<file path="src/rtl/seg_display_pkg.sv">
// Shared types and constants for the seven-segment display scanner.
package seg_display_pkg;

  typedef enum logic [1:0] {
    LATCH = 2'd0,
    BLANK = 2'd1,
    DRIVE = 2'd2
  } scan_state_t;

  localparam int unsigned SEG_W = 7;

  // Bit positions of each segment within a 7-bit digit pattern (1 = lit).
  localparam int unsigned SEG_A = 0;
  localparam int unsigned SEG_B = 1;
  localparam int unsigned SEG_C = 2;
  localparam int unsigned SEG_D = 3;
  localparam int unsigned SEG_E = 4;
  localparam int unsigned SEG_F = 5;
  localparam int unsigned SEG_G = 6;

endpackage

</file>
<file path="src/rtl/seg_display_scanner.sv">
// Time-multiplexed seven-segment scanner: latches a frame pattern once per frame,
// then blanks and drives each digit in turn on a shared segment bus.
module seg_display_scanner
  import seg_display_pkg::*;
#(
  parameter int unsigned NUM_DIGITS     = 8,
  parameter int unsigned BLANK_CYCLES   = 64,
  parameter int unsigned DRIVE_CYCLES   = 50000,
  parameter bit          SEG_ACTIVE_LOW = 1'b1,
  parameter bit          DIG_ACTIVE_LOW = 1'b1
) (
  input  logic                          clk,
  input  logic                          reset,
  input  logic                          en,
  input  logic [SEG_W*NUM_DIGITS-1:0]   seg_in,
  output logic [SEG_W-1:0]              seg_out,
  output logic [NUM_DIGITS-1:0]         dig_sel,
  output logic                          frame_done
);

  localparam int unsigned MAX_CYCLES = (BLANK_CYCLES > DRIVE_CYCLES) ? BLANK_CYCLES : DRIVE_CYCLES;
  localparam int unsigned CNT_W      = (MAX_CYCLES > 1) ? $clog2(MAX_CYCLES) : 1;
  localparam int unsigned IDX_W      = (NUM_DIGITS > 1) ? $clog2(NUM_DIGITS) : 1;

  localparam logic [SEG_W-1:0]      SEG_OFF = SEG_ACTIVE_LOW ? '1 : '0;
  localparam logic [NUM_DIGITS-1:0] DIG_OFF = DIG_ACTIVE_LOW ? '1 : '0;

  scan_state_t                       r_state;
  logic [IDX_W-1:0]                  r_idx;
  logic [CNT_W-1:0]                  r_cnt;
  logic [SEG_W*NUM_DIGITS-1:0]       r_shadow;
  logic [SEG_W-1:0]                  r_seg;
  logic [NUM_DIGITS-1:0]             r_dig;
  logic                              r_wrap;
  logic                              r_frame_done;

  logic [SEG_W-1:0]                  w_pat;
  logic [NUM_DIGITS-1:0]             w_onehot;
  logic                              w_blank_last;
  logic                              w_drive_last;
  logic                              w_last_digit;

  // Select the current digit's pattern from the shadow register.
  always_comb begin
    w_pat = '0;
    for (int i = 0; i < NUM_DIGITS; i++) begin
      if (r_idx == IDX_W'(i)) w_pat = r_shadow[i*SEG_W +: SEG_W];
    end
  end

  assign w_onehot     = NUM_DIGITS'(1) << r_idx;
  assign w_blank_last = (r_cnt == CNT_W'(BLANK_CYCLES - 1));
  assign w_drive_last = (r_cnt == CNT_W'(DRIVE_CYCLES - 1));
  assign w_last_digit = (r_idx == IDX_W'(NUM_DIGITS - 1));

  // Scan FSM; outputs are registered from the current state, so they lag it by one cycle.
  always_ff @(posedge clk or negedge reset) begin
    if (!reset) begin
      r_state      <= LATCH;
      r_idx        <= '0;
      r_cnt        <= '0;
      r_shadow     <= '0;
      r_seg        <= SEG_OFF;
      r_dig        <= DIG_OFF;
      r_wrap       <= 1'b0;
      r_frame_done <= 1'b0;
    end else if (!en) begin
      r_state      <= LATCH;
      r_idx        <= '0;
      r_cnt        <= '0;
      r_seg        <= SEG_OFF;
      r_dig        <= DIG_OFF;
      r_wrap       <= 1'b0;
      r_frame_done <= 1'b0;
    end else begin
      // frame_done trails the wrap by one cycle to line up with the last digit turning off
      r_frame_done <= r_wrap;
      r_wrap       <= 1'b0;
      case (r_state)
        LATCH: begin
          r_shadow <= seg_in;
          r_seg    <= SEG_OFF;
          r_dig    <= DIG_OFF;
          r_cnt    <= '0;
          r_state  <= BLANK;
        end
        BLANK: begin
          r_seg <= w_pat ^ SEG_OFF;
          r_dig <= DIG_OFF;
          if (w_blank_last) begin
            r_cnt   <= '0;
            r_state <= DRIVE;
          end else begin
            r_cnt <= r_cnt + CNT_W'(1);
          end
        end
        DRIVE: begin
          r_seg <= w_pat ^ SEG_OFF;
          r_dig <= w_onehot ^ DIG_OFF;
          if (w_drive_last) begin
            r_cnt <= '0;
            if (w_last_digit) begin
              r_idx   <= '0;
              r_wrap  <= 1'b1;
              r_state <= LATCH;
            end else begin
              r_idx   <= r_idx + IDX_W'(1);
              r_state <= BLANK;
            end
          end else begin
            r_cnt <= r_cnt + CNT_W'(1);
          end
        end
        default: begin
          r_state <= LATCH;
          r_idx   <= '0;
          r_cnt   <= '0;
          r_seg   <= SEG_OFF;
          r_dig   <= DIG_OFF;
        end
      endcase
    end
  end

  assign seg_out    = r_seg;
  assign dig_sel    = r_dig;
  assign frame_done = r_frame_done;

endmodule

</file>
<file path="config.mk">
export PLATFORM = sky130hd
export DESIGN_NAME = seg_display_scanner
export DESIGN_NICKNAME = d
export VERILOG_FILES = /design/src/rtl/seg_display_pkg.sv /design/src/rtl/seg_display_scanner.sv
export SDC_FILE = /design/constraint.sdc
export NUM_CORES = 1
export LEC_CHECK = 0
export BUFFER_PORTS_ARGS = -buffer_cell sky130_fd_sc_hd__buf_2
export CAP_MARGIN = 10
export CORE_ASPECT_RATIO = 1.5
export CORE_MARGIN = 2
export CORE_UTILIZATION = 56
export DETAILED_ROUTE_END_ITERATION = 16
export PLACE_DENSITY = 0.9
export SYNTH_ARGS = -nofsm -noshare
export SYNTH_HDL_FRONTEND = slang
export SYNTH_SLANG_ARGS = --single-unit
</file>
<file path="constraint.sdc">
create_clock -name clk -period 2.75 [get_ports clk]
set_input_delay 0.275 -clock clk [delete_from_list [all_inputs] [get_ports clk]]
set_output_delay 0.275 -clock clk [all_outputs]
set_load 0.05 [all_outputs]
</file>
Word-level counts from Yosys, hierarchy flattened
Index checks and enable logic that the tools add are counted. Widths: inputs -> output; s select.

Muxes and demuxes: 30. Add/sub/neg operators: 2. Bitwise operators: 2. Equal/unequal tests: 14. Reduce and logical (&&, ||, !) cells: 7. Shift operators: 1.

Operators by type and width (number): $mux 7 (10); $mux 16 (3); $pmux 16 s2 (1); $add 16x1->16 const B (1); $eq 16x16->1 const B (1); $eq 16x6->1 const B (1); $mux 8 (2); $eq 3x3->1 const B (4); $mux 3 (3); $not 8->8 (1); $shl 1x3->8 const A (1); $not 7->7 (1); $eq 3x2->1 const B (2); $mux 1 (6); $mux 2 (3); $ne 3x3->1 const B (2); $pmux 2 s3 (1); $pmux 3 s2 (1); $reduce_and 2->1 (3); $reduce_or 2->1 (2); $add 3x1->3 const B (1); $eq 3x1->1 const B (1); $logic_not 3->1 (1); $eq 2x1->1 const B (1); 3 further kinds (3).

Output and inout bits: 16. Input bits: 59. Logic and storage cells: 64. Register bits after elaboration: 94.

Depth between registers and ports, before layout
Depth in word-level cells: 12. Depth in mapped cells: 8. Gate-level depth less buffers: 6.

Worst setup path after synthesis
OpenSTA, ideal clock, no wires.

Kind: register to register. From: register r_cnt[0]. To: register r_cnt[10]. Setup slack: 0.473 ns. Data required time: 2.614 ns. Clock period less this slack: 2.277 ns. Setup time: 0.136 ns. Arrival: 2.141 ns. Buffers on the path: 1. Stages on the path, launching flop included: 7. Cell sequence: dfrtp_1 ha_1 or4b_1 or4_4 a22oi_4 buf_6 nor3_1.

Longest elaborated chain between the ends: 4. Elaborated cells between the ends (all ways): 7. Classes of those cells: 1 x add/sub; 2 x eq/ne; 4 x mux.

Ends and longest elaborated chain: from (decl) (RTL line seg_display_scanner.sv:30) `logic [CNT_W-1:0] r_cnt;`; from (signal assigned) (RTL line seg_display_scanner.sv:94) `r_cnt <= r_cnt + CNT_W'(1);`; from (signal assigned) (RTL line seg_display_scanner.sv:111) `r_cnt <= r_cnt + CNT_W'(1);`; $add 16x1->16, or another cell as far along (RTL line seg_display_scanner.sv:94, seg_display_scanner.sv:111); $mux 16, on equally long branches (RTL line seg_display_scanner.sv:100, seg_display_scanner.sv:90); $pmux 16 s2 * (RTL line seg_display_scanner.sv:79) `case (r_state)`; $mux 16 * (RTL line seg_display_scanner.sv:67) `end else if (!en) begin`.

Every way passes the cells marked *; elsewhere a longest branch is shown, timed or not. A chain may end at the register's enable or synchronous reset.

Final worst setup path
From: register r_cnt[0]. To: register r_state[1].

Longest elaborated chain between the ends: 3. Elaborated cells between the ends (all ways): 5. Classes of those cells: 4 x eq/ne; 1 x reduce/logical.

Ends and longest elaborated chain: $eq 16x16->1 / $eq 16x6->1 (equally long branches) (RTL line seg_display_scanner.sv:53, seg_display_scanner.sv:52); $ne 3x3->1 (no source line); $reduce_and 2->1 (no source line) *; to (signal assigned) (RTL line seg_display_scanner.sv:59) `r_state <= LATCH;`; to (signal assigned) (RTL line seg_display_scanner.sv:68) `r_state <= LATCH;`; to (signal assigned) (RTL line seg_display_scanner.sv:85) `r_state <= BLANK;`; to (decl) (RTL line seg_display_scanner.sv:28) `scan_state_t r_state;`.

Marked as above.

==> flow_metrics.py <==
metrics = {
    "timing": {
        "worst_pin_slew_ns": 0.8210,
        "layout_setup_ws_ns": 0.2591,
        "relSlewSlack_pct": 45.13,
        "finalCritPeriodShare_pct": 90.58,
        "slew_viol_final": 0,
        "clock.fmax_mhz": 401.5,
        "final_hold_viol_count": 0,
        "setup_tns_ns": 0,
        "setup_viol": 0,
        "rsz0062_at_grt": "false",
        "fin_crit_ns": 2.491,
        "skew_ns": 0.005458,
    },
    "synth": {
        "synth.distinct_cells": 42,
        "synth_top_area_share_pct": 43.63,
        "syn_nets": 468,
        "synth_edf_count": 0,
        "yosysMostFrequentCell": "dfrtp_1",
        "synth_seq_cells": 94,
        "synth_area_per_cell_sq_um": 11.41,
        "synth_top_area_cell": "dfrtp_1",
        "synth_flop_cell": "dfrtp_1",
        "yosys_warnings": 0,
        "ys_top_cells_by_area": "dfrtp_1, mux2_2, dfstp_2, ha_1, nand3_1",
        "netlist_instances": 397,
        "netlist_area_sq_mm": 0.004531,
        "yosysSeqAreaShare_pct": 52.33,
        "async_flop_share_pct": 100.0,
        "synthTopCellsByCount": "dfrtp_1, mux2_2, nand2_1, nand3_1, clkbuf_1",
    },
    "clocking": {
        "cts_tree": "yes",
        "cts_max_level": 3,
        "cts_setup_buffers": 0,
        "cts_buffer_depth": 2,
        "cts_made_buffers": 9,
        "clock-root-buffer": "clkbuf_16",
        "clkTransAtPathRegs_ns": 0.06,
        "clkLatencyLatePin_ns": 0.34,
        "cts_resized": 0,
        "numClockSinks": 94,
        "hold_buffers": 1,
    },
    "setup_path": {
        "timing.critical_path.buf_inv": 1,
        "slowest_stage": "or4_4",
        "critPathTopFamily": "simple AND/OR/NAND/NOR gates",
        "worst_path_largest_cell_delay_ns": 0.55,
        "worst-endpoint-required_ns": 3.01,
        "endpoint_kind": "flop",
        "arrival_ns": 2.75,
        "rr_startpoint": "r_cnt[0]",
        "r2r_cells": 6,
        "critical_path.max_fanout": 18,
        "r2r_end": "r_state[1]",
        "worst-setup-path-type": "reg2reg",
        "cp-start-kind": "flop",
        "worstPathCellList": "ha_1 > or4b_1 > or4_4 > a22oi_4 > buf_4 > mux2i_1",
        "ff2ff_setup_slack_ns": 0.26,
    },
    "job": {
        "drv_cap": 0,
    },
    "global_route": {
        "grt_pass1_wl_mm": 16.94,
        "grt.overflow.total": 0,
        "grtUsageTotal_pct": 24.76,
        "grt_max_degree": 49,
        "antenna_found_initial": 0,
        "grt_pass1_vias": 3531,
    },
    "pwr": {
        "p_sw_share_pct": 31.04,
        "power.share.clock_pct": 27.1,
        "vdd_ir_drop_max_uv": 700.7,
        "power_density_mw_per_mm2": 913.3,
        "p_sw_mw": 1.520,
        "pwr-share-comb_pct": 28.6,
        "p_leak_nw": 2.288,
        "internal_power_mw": 3.377,
        "pwr-share-seq_pct": 44.3,
    },
    "worst_hold_path": {
        "min_from": "seg_in[10]",
        "hold_class": "in2reg",
        "hold_depth": 2,
        "min_to": "r_shadow[10]",
    },
    "layout": {
        "antenna_cells": 0,
        "final_core_util_pct": 67.39,
        "layout-drive-gt1-share_pct": 37.13,
        "syn_to_final_growth_pct": 18.37,
        "layout.nets": 540,
    },
    "route": {
        "postRouteWirelength_mm": 10.09,
        "drtIter0Drc": 188,
        "drcViolationCount": 0,
        "wl_per_cell_um": 17.43,
        "num_vias": 3314,
        "drtPass1Iterations": 4,
        "ant_nets": 0,
        "vias_per_cell": 5.724,
    },
    "floorplanning": {
        "dieHeight_um": 114.2,
        "rows": 40,
        "die_area_sq_mm": 0.008841,
        "start_util_pct": 56.93,
        "die_w_um": 77.44,
        "core-area_sq_mm": 0.007958,
        "num_io_pins": 75,
    },
    "outcome": {
        "outcome": "complete, no violations",
    },
    "placement": {
        "place.gp.congestion": 0.9324,
        "dpl.hpwl_mm": 7.314,
        "place.port_buffers": 74,
        "pre_cts_ws_ns": 0.2936,
    },
}
[worst register-to-register path, delay by kind of cell (launching register included)]
| family | cells | cell delay [ns] |
|---|---|---|
| flops | 1 | 0.43 |
| simple gates | 2 | 1.04 |
| buf+inv | 1 | 0.26 |
| fa+ha+maj | 1 | 0.27 |
| mux | 1 | 0.22 |
| compound gates | 1 | 0.20 |
[stage by stage]
stage	power [mW]	area [sq um]	hold WS, ns	instances
detailed placement	3.583	5029	0.3284	562
global placement	3.483	5029	0.3230	562
global route	5.158	5363	0.1549	579
floorplan	3.160	4531	-0.02059	397
finish	4.898	5363	0.1617	579
CTS	4.918	5363	0.1544	579
[cell type report]
type,count,area [sq um]
Inverter,16,60.06
Clock inverter,6,85.08
Tap cell,105,131.4
Timing Repair Buffer,82,460.4
Sequential cell,94,2371
Fill cell,557,2595
Multi-Input combinational cell,266,2016
Clock buffer,10,239.0
[registers in the layout (all words and copies together) (netlist names)]
register / flops
dig_sel: 8
r_idx: 3
frame_done: 1
r_wrap: 1
r_shadow: 56
r_state: 2
seg_out: 7
r_cnt: 16
[worst max-delay path by stage]
stage | slack (ns) | end | cells past startpoint | from
after floorplan | 0.47 | r_cnt[10] | 6 | r_cnt[0]
after global placement | 0.38 | r_state[1] | 6 | r_cnt[0]
after detailed placement | 0.29 | r_state[1] | 6 | r_cnt[0]
after CTS | 0.27 | r_state[1] | 6 | r_cnt[0]
after global routing | 0.17 | r_state[1] | 6 | r_cnt[0]
final | 0.26 | r_state[1] | 6 | r_cnt[0]
[logic make-up after synthesis]
family,share of synthesized area [%]
AOI/OAI and AO/OA,8.064
xor gates and xnor gates,2.320
adders and majority gates,3.314
buffers and inverters,3.231
DFF,52.33
muxes,15.02
and+or+nand+nor,15.71
[metal layers]
layer	share of wire, %	vias to the layer above	GRT usage [%]
li1	-	1556	-
met5	0	-	0
met2	55	88	44.93
met3	3.4	22	4.968
met4	3.3	0	11.07
met1	38	1648	27.94
[power by group through the flow]
stage / clock network, mW / logic [mW] / registers, mW
2_1_floorplan: 0 / 0.974 / 2.19
3_3_place_gp: 0 / 1.33 / 2.15
3_5_place_dp: 0 / 1.40 / 2.18
4_1_cts: 1.35 / 1.41 / 2.16
5_1_grt: 1.41 / 1.52 / 2.22
6_report: 1.33 / 1.40 / 2.17
[cell usage in the layout (no fill, tap or decap), types with 8 or more instances in the layout]
master / instances
clkbuf_16: 9
nand3b_1: 8
xnor2_1: 8
a21oi_1: 14
o21ai_0: 16
nor3_1: 17
buf_2: 73
dfstp_2: 15
inv_1: 15
nand2_1: 25
ha_1: 12
mux2_2: 56
dfrtp_1: 79
nand3_1: 22
and2_1: 9
(Power assumes the default switching activity.)
